<file path="src/rtl/frame_streamer.sv">
// Raster-order framebuffer read-out engine: credit-gated reads through a fixed-latency
// port, tags carried alongside, and a first-word-fall-through skid FIFO on the output.
module frame_streamer #(
  parameter int PX_WIDTH   = 160,
  parameter int PX_HEIGHT  = 120,
  parameter int PIX_BITS   = 3,
  parameter int ADDR_BITS  = 16,
  parameter int RD_LAT     = 1,
  parameter int FIFO_DEPTH = 4
) (
  input  logic                 clk,
  input  logic                 clr,
  input  logic                 start,
  output logic                 rd_en,
  output logic [ADDR_BITS-1:0] rd_addr,
  input  logic [PIX_BITS-1:0]  rd_data,
  output logic [PIX_BITS-1:0]  out_pix,
  output logic                 out_valid,
  input  logic                 out_ready,
  output logic                 out_sof,
  output logic                 out_eol,
  output logic                 out_eof,
  output logic                 busy,
  output logic                 done,
  output logic [15:0]          frame_count
);

  localparam int FAW = $clog2(FIFO_DEPTH);
  localparam int CW  = $clog2(FIFO_DEPTH + RD_LAT + 1) + 1;
  localparam int XW  = $clog2(PX_WIDTH + 1);
  localparam int YW  = $clog2(PX_HEIGHT + 1);
  localparam int EW  = PIX_BITS + 3;
  localparam logic [ADDR_BITS-1:0] LAST_ADDR = ADDR_BITS'(PX_WIDTH * PX_HEIGHT - 1);
  localparam logic [XW-1:0]        LAST_X    = XW'(PX_WIDTH - 1);
  localparam logic [YW-1:0]        LAST_Y    = YW'(PX_HEIGHT - 1);

  typedef enum logic [1:0] {
    S_IDLE  = 2'd0,
    S_ISSUE = 2'd1,
    S_DRAIN = 2'd2
  } state_t;

  state_t               state_r;
  logic [XW-1:0]        x_r;
  logic [YW-1:0]        y_r;
  logic [ADDR_BITS-1:0] addr_r;
  logic                 done_r;
  logic [15:0]          frames_r;
  logic [RD_LAT-1:0]    vld_r;
  logic [2:0]           tag_r [RD_LAT];
  logic [CW-1:0]        infl_r;
  logic [CW-1:0]        cnt_r;
  logic [EW-1:0]        fifo_r [FIFO_DEPTH];
  logic [FAW-1:0]       wr_ptr_r;
  logic [FAW-1:0]       rd_ptr_r;

  logic                 issue_s;
  logic                 credit_s;
  logic                 push_s;
  logic                 pop_s;
  logic                 last_s;
  logic [2:0]           tag_s;
  logic [CW-1:0]        used_s;
  logic [EW-1:0]        head_s;

  // Issue/credit decision, issue-time tags and FIFO-head output mux
  always_comb begin
    head_s    = fifo_r[rd_ptr_r];
    out_valid = (cnt_r != '0);
    pop_s     = out_valid && out_ready;
    push_s    = vld_r[RD_LAT-1];
    // An entry leaving this cycle frees its slot for a read issued in the same cycle.
    used_s    = infl_r + cnt_r - CW'(pop_s);
    credit_s  = (used_s < CW'(FIFO_DEPTH));
    issue_s   = 1'b0;
    case (state_r)
      S_IDLE:  issue_s = start && credit_s;
      S_ISSUE: issue_s = credit_s;
      default: issue_s = 1'b0;
    endcase
    last_s      = (addr_r == LAST_ADDR);
    tag_s[2]    = (x_r == '0) && (y_r == '0);
    tag_s[1]    = (x_r == LAST_X);
    tag_s[0]    = (x_r == LAST_X) && (y_r == LAST_Y);
    rd_en       = issue_s;
    rd_addr     = addr_r;
    out_pix     = out_valid ? head_s[EW-1:3] : '0;
    out_sof     = out_valid ? head_s[2] : 1'b0;
    out_eol     = out_valid ? head_s[1] : 1'b0;
    out_eof     = out_valid ? head_s[0] : 1'b0;
    busy        = (state_r != S_IDLE);
    done        = done_r;
    frame_count = frames_r;
  end

  // Frame FSM with raster counters, done pulse and frame counter
  always_ff @(posedge clk or posedge clr) begin
    if (clr) begin
      state_r  <= S_IDLE;
      x_r      <= '0;
      y_r      <= '0;
      addr_r   <= '0;
      done_r   <= 1'b0;
      frames_r <= 16'd0;
    end else begin
      done_r <= 1'b0;
      if (issue_s) begin
        if (last_s) begin
          x_r    <= '0;
          y_r    <= '0;
          addr_r <= '0;
        end else begin
          addr_r <= addr_r + ADDR_BITS'(1);
          if (x_r == LAST_X) begin
            x_r <= '0;
            y_r <= y_r + YW'(1);
          end else begin
            x_r <= x_r + XW'(1);
          end
        end
      end
      case (state_r)
        S_IDLE: begin
          if (issue_s) state_r <= last_s ? S_DRAIN : S_ISSUE;
        end
        S_ISSUE: begin
          if (issue_s && last_s) state_r <= S_DRAIN;
        end
        S_DRAIN: begin
          // The eof entry is the final one, so its acceptance means everything has drained.
          if (pop_s && head_s[0]) begin
            state_r  <= S_IDLE;
            done_r   <= 1'b1;
            frames_r <= frames_r + 16'd1;
          end
        end
        default: state_r <= S_IDLE;
      endcase
    end
  end

  // Read-latency shadow pipe: valid bit and tags travel with each outstanding read
  always_ff @(posedge clk or posedge clr) begin
    if (clr) begin
      vld_r  <= '0;
      infl_r <= '0;
      for (int i = 0; i < RD_LAT; i++) tag_r[i] <= 3'b000;
    end else begin
      vld_r[0] <= issue_s;
      tag_r[0] <= tag_s;
      for (int i = 1; i < RD_LAT; i++) begin
        vld_r[i] <= vld_r[i-1];
        tag_r[i] <= tag_r[i-1];
      end
      infl_r <= infl_r + CW'(issue_s) - CW'(push_s);
    end
  end

  // Skid FIFO storing {pixel, sof, eol, eof}
  always_ff @(posedge clk or posedge clr) begin
    if (clr) begin
      wr_ptr_r <= '0;
      rd_ptr_r <= '0;
      cnt_r    <= '0;
      for (int i = 0; i < FIFO_DEPTH; i++) fifo_r[i] <= '0;
    end else begin
      if (push_s) begin
        fifo_r[wr_ptr_r] <= {rd_data, tag_r[RD_LAT-1]};
        wr_ptr_r         <= wr_ptr_r + FAW'(1);
      end
      if (pop_s) rd_ptr_r <= rd_ptr_r + FAW'(1);
      cnt_r <= cnt_r + CW'(push_s) - CW'(pop_s);
    end
  end

endmodule

</file>
<file path="config.mk">
export PLATFORM = sky130hd
export DESIGN_NAME = frame_streamer
export DESIGN_NICKNAME = d
export VERILOG_FILES = /design/src/rtl/frame_streamer.sv
export SDC_FILE = /design/constraint.sdc
export NUM_CORES = 1
export LEC_CHECK = 0
export BUFFER_PORTS_ARGS = -buffer_cell sky130_fd_sc_hd__buf_2
export CAP_MARGIN = 20
export CORE_MARGIN = 3
export CORE_UTILIZATION = 50
export CTS_BUF_LIST = sky130_fd_sc_hd__clkbuf_4 sky130_fd_sc_hd__clkbuf_8
export DETAILED_ROUTE_END_ITERATION = 6
export PLACE_DENSITY = 0.7
export SLEW_MARGIN = 10
export SYNTH_ARGS = -nofsm -noshare
export SYNTH_HDL_FRONTEND = slang
export SYNTH_SLANG_ARGS = --single-unit
export TNS_END_PERCENT = 5
</file>
<file path="constraint.sdc">
create_clock -name clk -period 4.35 [get_ports clk]
set_input_delay 0.87 -clock clk [delete_from_list [all_inputs] [get_ports clk]]
set_output_delay 0.87 -clock clk [all_outputs]
set_load 0.01 [all_outputs]
</file>
==> metrics, run 1 <==
PwrDens=around 640 mW/mm^2; CP Capture Type=output pin; layout cell share with drive strength beyond 1=24.1%; vias in the first global route=between 3000 and 4000; CP cell instances=buf_2, nor2b_1, nand2_1, ha_1, and4b_1, a311o_1, or4_4, and2_4, clkinv_2, buf_2; Final Setup Violations=0; synth unique cells=48; Initial Utilization=about half; Pre-antenna DRT Iters=5; Final Max Slew Viols=0; Slowest-stage cell, CP=or4_4; area grow syn2layout=12.2%; Rel. slew slack=between 30 and 40%; fin crit period=a little under 4 ns; initial antenna violation count=0; Req. time, crit path=3.48 ns; via count=approximately 3100; CP startpoint kind=primary input; unrepaired setup endpoints after global routing=false; Setup crit start=out_ready; slowest stage delay, CP=roughly 0.49 ns; # IOs=~50; CTS tree=built; static leakage=approximately 2.4 nW; Synth Register Bits=90; most frequent CP cell=buf_2; CTS max path bufs=2; Iteration-0 DRC Markers=157; DP Wirelength=~5.9 mm; critical path type=in -> out; PortBufs=48; die area=roughly 0.010 sq mm; class of the worst hold path=reg -> reg; total of max-cap violations=0; Via-to-Cell Ratio=about 5.5; worst reg2reg startpoint=cnt_r[1]; pin count of the biggest net entering global routing=54; core area=0.00876 sq mm; synthesized area=between 0.004 and 0.005 sq mm; fin crit share=about nine tenths; htree depth=3; Root Buffer=clkbuf_8; DRC Markers=0; top_reg_cell synth=dfrtp_1; Yosys warnings=0; VDD IR max=about 0.52 mV; syn_area_per_cell=between 10 and 15 sq um; Chip Height=around 100 microns; n_diodes=0; Gate Count Post-Synth=approximately 410; number of synthesized flops with an enable pin=0; Num CTS Buffers=9; final wirelength=8.46 mm; clk_lat worst skew=about 0.35 ns; row cnt=34; Critical Path Fanout Max=31; total power=roughly 0.0033 W; CP arrival=approximately 3.0 ns; setup bufs post-CTS=0; routed length per placed instance=approximately 15 microns; PostCTS Resize Cnt=0; hold_buf cts=0; sequential fraction of the synthesis area=49.6%; status=completed; Crit path buffers/inverters=3; crit-path leading delay family=simple AND/OR/NAND/NOR gates; Fmax=between 200 and 300 MHz; die extent in x=just over 100 microns; Min Hold Slack=between 0.4 and 0.5 ns; post-synth net total=around 440; Slew @ Worst Pin=approximately 0.91 ns; Final ANT Viol Nets=0; ys async rst share=100%; clk slew on worst S/H paths=about 0.1 ns; total grt overflow=0; Hold Startpoint=frame_count[15]; Hold Fails Final Rpt=0; NumNets Final=486; GRT Total Usage=around 18%; clock sinks=90; first-pass GRT wire length=between 10 and 15 mm; Setup Skew=between 0.01 and 0.015 ns; setup TNS=0 ns; global placement routability congestion=between 0.8 and 0.9
## layout make-up
type                            instances  area (sq um)
Clock buffer                           10           138
Clock inverter                          6          72.6
Fill cell                             752          3670
Inverter                               29           111
Multi-Input combinational cell        272          2110
Sequential cell                        90          2250
Tap cell                              108           135
Timing Repair Buffer                   53           278
## Yosys cell counts, drive strengths merged (2+ instances only)
library cell | count | area, sq um
a21oi | 3 | 15.0
a21o | 2 | 15.0
xnor2 | 22 | 193
inv | 28 | 105
o41ai | 2 | 17.5
dfrtp | 90 | 2250
buf | 8 | 51.3
nand4 | 13 | 81.3
and4 | 4 | 35.0
ha | 22 | 275
o31ai | 10 | 75.1
nor4 | 3 | 33.8
or2 | 2 | 12.5
nor3b | 4 | 30.0
nor2b | 9 | 56.3
and3 | 9 | 56.3
nand2 | 30 | 115
nor3 | 7 | 35.0
nand2b | 5 | 33.8
mux4 | 6 | 135
fa | 2 | 40.0
clkbuf | 6 | 22.5
mux2 | 25 | 282
nor4b | 2 | 17.5
a211oi | 2 | 15.0
nor2 | 13 | 48.8
and2 | 9 | 58.8
o21ai | 30 | 150
xor2 | 9 | 78.8
nand3 | 16 | 80.1
## stage by stage
stage               std cells  util [%]  setup slack [ns]  instance area (sq um)
floorplan                 405         -             0.838                   4540
global placement          552      55.7             0.473                   4880
detailed placement        552      55.7             0.410                   4880
CTS                       568      58.1             0.469                   5090
global route              568      58.1             0.343                   5090
finish                    568      58.1             0.477                   5090
## worst reg2reg max path: stages (launching register included)
cell and delay (ns):
dfrtp_1 0.45, inv_1 0.10, ha_1 0.28, inv_1 0.04
ha_1 0.29, and4b_1 0.17, a311o_1 0.33, or4_4 0.49
and2_4 0.26, clkinv_2 0.09, buf_4 0.19, ha_1 0.19
inv_1 0.05, fa_1 0.37, xnor2_1 0.13
## sequential cells by signal (all words and copies together), names as in the netlist
| name | cells |
|---|---|
| frame_count | 16 |
| state_r | 2 |
| x_r | 8 |
| fifo_r | 24 |
| y_r | 7 |
| wr_ptr_r | 2 |
| tag_r | 3 |
| infl_r | 4 |
| push_s | 1 |
| cnt_r | 4 |
| rd_addr | 16 |
| done | 1 |
| rd_ptr_r | 2 |
## power breakdown
group	switching, W	internal, W	total (W)
Clock	0.000313	0.000288	0.000601
Combinational	0.000836	0.000609	0.00144
Sequential	0.000194	0.00104	0.00123
## final timing paths
kind | endpoint | slack [ns] | depth (start not counted)
setup / recovery | rd_en | 0.48 | 10
hold / removal | frame_count[15] | 0.48 | 1
setup reg to reg | infl_r[2] | 0.82 | 14
hold reg to reg | frame_count[15] | 0.48 | 1
max in group asynchronous | x_r[6] | 2.88 | 3
min in group asynchronous | frame_count[14] | 0.66 | 2
## layer usage
| metal | global-route usage [%] | vias up | wire [microns] |
|---|---|---|---|
| li1 | - | 1528 | - |
| met1 | 23.6 | 1568 | 4060 |
| met2 | 29.6 | 41 | 4060 |
| met3 | 2.75 | 9 | 204 |
| met4 | 6.13 | 0 | 132 |
| met5 | 0 | - | 0 |
## kinds of logic (layout without fill, tap and decap cells)
| family | after synthesis | count (layout) | synth area share, % |
|---|---|---|---|
| AO/OA/AOI/OAI | 54 | 54 | 7.34 |
| AND/OR/NAND/NOR | 131 | 131 | 16.4 |
| adder cells (fa/ha/maj) | 24 | 24 | 6.95 |
| flip-flops | 90 | 90 | 49.6 |
| multiplexers | 31 | 31 | 9.18 |
| XOR/XNOR | 32 | 32 | 6.48 |
| buffers and inverters | 43 | 98 | 4.05 |
## cells in the final DEF, fill, tap and decap left out, types with 5 or more instances in the layout
cell type  instances
dfrtp_1           90
buf_2             48
o21ai_0           30
nand2_1           29
inv_1             27
mux2_2            25
xnor2_1           22
ha_1              22
nand3_1           16
nand4_1           13
nor2_1            13
o31ai_1           10
clkbuf_8          10
xor2_1             9
and3_1             9
nor2b_1            9
and2_1             8
mux4_2             6
nor3_1             6
buf_4              5
(Power assumes the default switching activity.)
==> inputs of run 2 (changes only) <==
- BUFFER_PORTS_ARGS: -buffer_cell sky130_fd_sc_hd__buf_2 -> -buffer_cell sky130_fd_sc_hd__buf_4
- CTS_CLUSTER_DIAMETER: not set -> 80
==> run 2 against run 1 <==
Against the previous run: sequential power hardly changed; global-route usage is 0.55 points higher; wire length is 3.1% higher; sequential share of layout area is 0.98 points lower; register-to-register slack better by 0.03 ns; worst setup slack worse by 0.16 ns; design area is 2.3% higher; flip-flop and latch count stayed put; critical path type unchanged; clock skew is 0.00085 ns lower; fmax is 3.9% lower; clock power is 2% lower.
==> metrics, run 2 (synthesis gave the netlist of run 1 again) <==
Setup Skew=between 0.01 and 0.015 ns; fin crit period=just over 4 ns; Final Max Slew Viols=0; hold_buf cts=0; worst reg2reg startpoint=cnt_r[1]; die area=~0.010 sq mm; Crit path buffers/inverters=3; Final ANT Viol Nets=0; Worst Reg-to-Reg Cells=13; Slowest-stage cell, CP=or4_4; die extent in x=between 100 and 150 microns; slowest stage delay, CP=around 0.49 ns; CP startpoint kind=primary input; Final Setup Violations=0; PostCTS Resize Cnt=0; Iteration-0 DRC Markers=between 100 and 150; P_int=0.00194 W; end of the worst register-to-register path=infl_r[2]; most frequent CP cell=buf_4; via count=around 3100; CP cell instances=buf_4, nor2b_1, nand2_1, ha_1, and4b_1, a311o_1, or4_4, and2_4, clkinv_2, buf_4; pin count of the biggest net entering global routing=63; Slew @ Worst Pin=about 0.65 ns; Rel. slew slack=56.2%; layout cell share with drive strength beyond 1=a little under a quarter; clock sinks=90; area grow syn2layout=14.8%; global placement routability congestion=0.822; combinational power share=~45%; vias in the first global route=3115; DRC Markers=0; static leakage=between 2 and 2.5 nW; Hold Fails Final Rpt=0; largest reg by FF count=fifo_r; Pre-antenna DRT Iters=4; VDD IR max=0.641 mV; crit-path leading delay family=simple AND/OR/NAND/NOR gates; Final Instance Count excl. Fillers=567; Fmax=between 200 and 250 MHz; row cnt=34; core area=between 0.008 and 0.009 sq mm; unrepaired setup endpoints after global routing=false; CTS tree=built; clock power share=between 10% and 20%; Endpoint, Worst Hold=state_r[0]; fin crit share=92.6%; FILL cells=between 700 and 800; r2r setup slk=between 0.8 and 0.9 ns; Critical Path Fanout Max=31; GRT Total Usage=between 15 and 20%; Initial Utilization=51.8%; CP Capture Type=output pin; first-pass GRT wire length=approximately 15 mm; Hold Startpoint=state_r[1]; part of the power in registers=37.4%; setup TNS=0 ns; setup bufs post-CTS=0; Chip Height=101 microns; Largest register FFs=24; final wirelength=between 8 and 9 mm; NumNets Final=just under 500; DP Wirelength=6.01 mm; n_diodes=0; Net Sw Frac=40.9%; Via-to-Cell Ratio=~5.5; Root Buffer=clkbuf_8; PortBufs=48; Num CTS Buffers=9; initial antenna violation count=0; Req. time, crit path=between 3 and 4 ns; class of the worst hold path=reg -> reg; htree depth=3; CTS max path bufs=2; CP arrival=3.16 ns; Placed Cells incl. Taps=550; clk_lat worst skew=0.36 ns; most frequent cells in the layout=90 x dfrtp_1, 51 x buf_4, 30 x o21ai_0; total grt overflow=0; hold path depth=1; total of max-cap violations=0; clk slew on worst S/H paths=around 0.090 ns; critical path type=in -> out; status=completed; routed length per placed instance=15.4 microns; Switch Pwr=between 0.001 and 0.0015 W; # IOs=just under 50; PwrDens=around 630 mW/mm^2; most common cell after layout, fill and taps aside=dfrtp_1
==> run 2: cell count changes in the layout (fill, tap and decap cells not counted), sizes merged <==
cell | before | now
clkbuf | 10 | 9
clkinv | 4 | 3
inv | 29 | 30
buf | 53 | 52
clkinvlp | 1 | 2
==> run 2: layer usage <==
metal | global-route usage, % | vias to the layer above | share of wire [%]
met2 | 29.3 | 47 | 50
met5 | 0 | - | 0
li1 | - | 1517 | -
met1 | 25.4 | 1570 | 46
met3 | 3.99 | 8 | 2.7
met4 | 4.70 | 0 | 1.3
==> run 2: worst max-delay path by stage <==
stage | start | to | slack [ns] | cells after the start
after floorplan | out_ready | rd_en | 0.84 | 9
after global placement | out_ready | rd_en | 0.40 | 10
after detailed placement | out_ready | rd_en | 0.33 | 10
after CTS | out_ready | rd_en | 0.30 | 10
after global routing | cnt_r[1] | rd_en | 0.16 | 10
final | out_ready | rd_en | 0.32 | 10
==> run 2: layout make-up <==
class                      instances  area [sq um]  area share, %
clock buffer                       9           124           2.38
sequential                        90          2250           43.2
multi-input combinational        272          2110           40.4
tap                              108           135           2.59
inverter                          29           111           2.14
timing repair buffer              52           403           7.74
clock inverter                     7          76.3           1.47
==> run 2: metrics by stage <==
stage | total power, W | hold slack, ns | area [sq um] | utilization, % | setup slack (ns)
2_1_floorplan | 0.00240 | 0.447 | 4540 | - | 0.838
3_3_place_gp | 0.00265 | 0.463 | 4990 | 56.9 | 0.400
3_5_place_dp | 0.00274 | 0.467 | 4990 | 56.9 | 0.335
4_1_cts | 0.00334 | 0.485 | 5190 | 59.2 | 0.300
5_1_grt | 0.00358 | 0.502 | 5210 | 59.4 | 0.164
6_report | 0.00329 | 0.480 | 5210 | 59.4 | 0.321
==> run 2: power by group through the flow <==
stage | Clock [W] | Sequential [W] | Combinational [W]
5_1_grt | 0.000642 | 0.00126 | 0.00168
4_1_cts | 0.000607 | 0.00123 | 0.00150
3_5_place_dp | 0 | 0.00124 | 0.00149
2_1_floorplan | 0 | 0.00118 | 0.00123
3_3_place_gp | 0 | 0.00124 | 0.00141
6_report | 0.000587 | 0.00123 | 0.00147
==> inputs of run 3 (changes only) <==
- ABC_AREA: not set -> 1
- PLACE_DENSITY: 0.7 -> 0.69
- clock period: 4.35 -> 4.7 ns (I/O delays scaled with it)
==> run 3 against run 2 <==
Against the previous run: cell count up 38%; sequential power down 9.8%; hold slack improved by 0.015 ns; flip-flop and latch count is the same; worst setup slack gained 1.1 ns; critical path type is now reg -> out.
==> metrics, run 3 <==
worst reg2reg startpoint=cnt_r[1]; PwrDens=about 550 mW/mm^2; Hold Fails Final Rpt=0; end of the worst register-to-register path=infl_r[1]; count leader, synth=nand2_1; top_reg_cell synth=dfrtp_1; core area=0.00942 sq mm; Root Buffer=clkbuf_8; PortBufs=48; most common cell after layout, fill and taps aside=nand2_1; fin crit period=between 3 and 4 ns; Final ANT Viol Nets=0; most frequent cells in the layout=148 x nand2_1, 90 x dfrtp_1, 68 x nor2_1; Rel. slew slack=approximately 38%; row cnt=35; CTS tree=built; share of the synthesized area in the top cell type=a little under half; number of synthesized flops with an enable pin=0; Endpoint, Worst Hold=fifo_r[13]; clock sinks=90; class of the worst hold path=reg -> reg; GRT Total Usage=approximately a fifth; Post-synth top cells=148 x nand2_1, 90 x dfrtp_1, 68 x nor2_1; Gate Count Post-Synth=about 600; r2r setup slk=approximately 2.0 ns; Switch Pwr=between 0.001 and 0.0015 W; sequential fraction of the synthesis area=roughly 46%; Chip Height=105 microns; Net Sw Frac=between 40% and 50%; Largest register FFs=24; Critical Path Fanout Max=15; Yosys warnings=0; Slew @ Worst Pin=roughly 0.93 ns; PostCTS Resize Cnt=0; syn_area_per_cell=8.19 sq um; htree depth=3; DRC Markers=0; Via-to-Cell Ratio=5.05; post-synth net total=633; CP arrival=2.34 ns; setup TNS=0 ns; Req. time, crit path=roughly 3.8 ns; Setup Skew=approximately 0.010 ns; Setup crit start=cnt_r[1]; setup bufs post-CTS=0; Slowest-stage cell, CP=dfrtp_1; hold_buf cts=0; synth unique cells=30; vias in the first global route=~3800; Initial Utilization=52.4%; critical path type=reg -> out; clk slew on worst S/H paths=around 0.10 ns; Final Max Slew Viols=0; clock power share=between 15 and 20%; part of the power in registers=between 30% and 40%; global placement routability congestion=about 0.83; P_int=roughly 0.0017 W; Pre-antenna DRT Iters=5; Hold Startpoint=fifo_r[13]; hold path depth=2; first-pass GRT wire length=17.8 mm; pin count of the biggest net entering global routing=54; CP startpoint kind=flip-flop; VDD IR max=between 0.4 and 0.5 mV; post-place setup slack=about 1.4 ns; unrepaired setup endpoints after global routing=false; # IOs=49; static leakage=between 2 and 3 nW; Crit path buffers/inverters=5; routed length per placed instance=~13 microns; status=completed; layout cell share with drive strength beyond 1=14.3%; Final WS setup=about 1.4 ns; via count=slightly below 4000; Iteration-0 DRC Markers=between 150 and 200; clk_lat worst skew=between 0.3 and 0.4 ns; Fmax=just over 300 MHz; cell taking the most area after synthesis=dfrtp_1; die area=approximately 0.011 sq mm; top post-synthesis cells by area=dfrtp_1 46%, nand2_1 11%, ha_1 5.6%; largest reg by FF count=fifo_r; Synth Register Bits=90; area grow syn2layout=13.0%; slowest stage delay, CP=0.41 ns; crit-path leading delay family=buffers and inverters; Worst Reg-to-Reg Cells=16; total grt overflow=0; ys async rst share=between 90% and 100%; fin crit share=69.8%; total of max-cap violations=0; n_diodes=0; CP Capture Type=output pin; Final Setup Violations=0; DP Wirelength=7.03 mm; initial antenna violation count=0; final wirelength=just over 10 mm; combinational power share=45.5%; CTS max path bufs=2; synthesized area=0.00493 sq mm; NumNets Final=between 600 and 700; most frequent CP cell=nand2_1; CP cell instances=inv_1, ha_1, inv_1, ha_1, nand2_1, inv_1, nand3_2, nand2_1, nand2_1, nand2_1, nand3_2, inv_2, buf_4; die extent in x=105 microns; Num CTS Buffers=9
[run 3: cell count changes after synthesis, moves of 21 or more]
cell,delta
nand2_1,+119
nor2_1,+55
inv_1,+39
mux2_2,-25
nand3_1,+21
o21ai_0,+21
[run 3: layer usage]
layer,part of all wire (%),routed length (microns),vias up,GRT usage [%]
li1,-,-,2004,-
met1,47,4770,1855,25.9
met2,48,4860,76,32.0
met3,3.7,372,6,2.63
met4,0.56,56,0,5.06
met5,0,0,-,0
[run 3: cell families after synthesis]
family,count (synthesis),share of synthesized area (%)
AND/OR/NAND/NOR,290,25.5
XOR/XNOR,38,6.75
AO/OA/AOI/OAI,74,8.35
buffers and inverters,86,7.36
adder cells (fa/ha/maj),24,6.39
flip-flops,90,45.7
[run 3: metrics by stage]
step	std cells	hold WS [ns]	utilization (%)	instance area, sq um	total power, W
finish	780	0.495	59.2	5570	0.00305
CTS	780	0.498	59.2	5570	0.00309
floorplan	602	0.448	-	4930	0.00222
global placement	764	0.461	57.0	5370	0.00244
global route	780	0.528	59.2	5570	0.00334
detailed placement	764	0.473	57.0	5370	0.00252
[run 3: worst max path at each step]
stage | end | slack (ns) | cells past startpoint
2_1_floorplan | cnt_r[0] | 1.42 | 1
3_3_place_gp | rd_en | 1.50 | 12
3_5_place_dp | rd_en | 1.45 | 12
4_1_cts | rd_en | 1.39 | 13
5_1_grt | rd_en | 1.22 | 14
6_report | rd_en | 1.42 | 13
[run 3: area by class of cell]
cell class	count	area [sq um]
Fill cell	847	3840
Clock buffer	9	124
Inverter	69	260
Clock inverter	7	81.3
Timing Repair Buffer	50	375
Multi-Input combinational cell	426	2320
Sequential cell	90	2250
Tap cell	129	161
[run 3: worst reg2reg max path, cell delays in order, from the launching register on]
cell	delay (ns)
dfrtp_1	0.41
inv_1	0.10
ha_1	0.29
inv_1	0.04
ha_1	0.29
nand2_1	0.05
inv_1	0.06
nand3_2	0.09
nand2_1	0.07
nand2_1	0.05
nand2_1	0.06
nand3_2	0.08
inv_2	0.22
ha_1	0.22
inv_1	0.06
fa_1	0.49
inv_1	0.04
[run 3: power groups by stage]
stage | clock (W) | combinational (W) | sequential (W)
after global routing | 0.000602 | 0.00160 | 0.00114
after floorplan | 0 | 0.00115 | 0.00107
final | 0.000554 | 0.00139 | 0.00111
after CTS | 0.000572 | 0.00140 | 0.00111
after global placement | 0 | 0.00133 | 0.00111
after detailed placement | 0 | 0.00139 | 0.00113
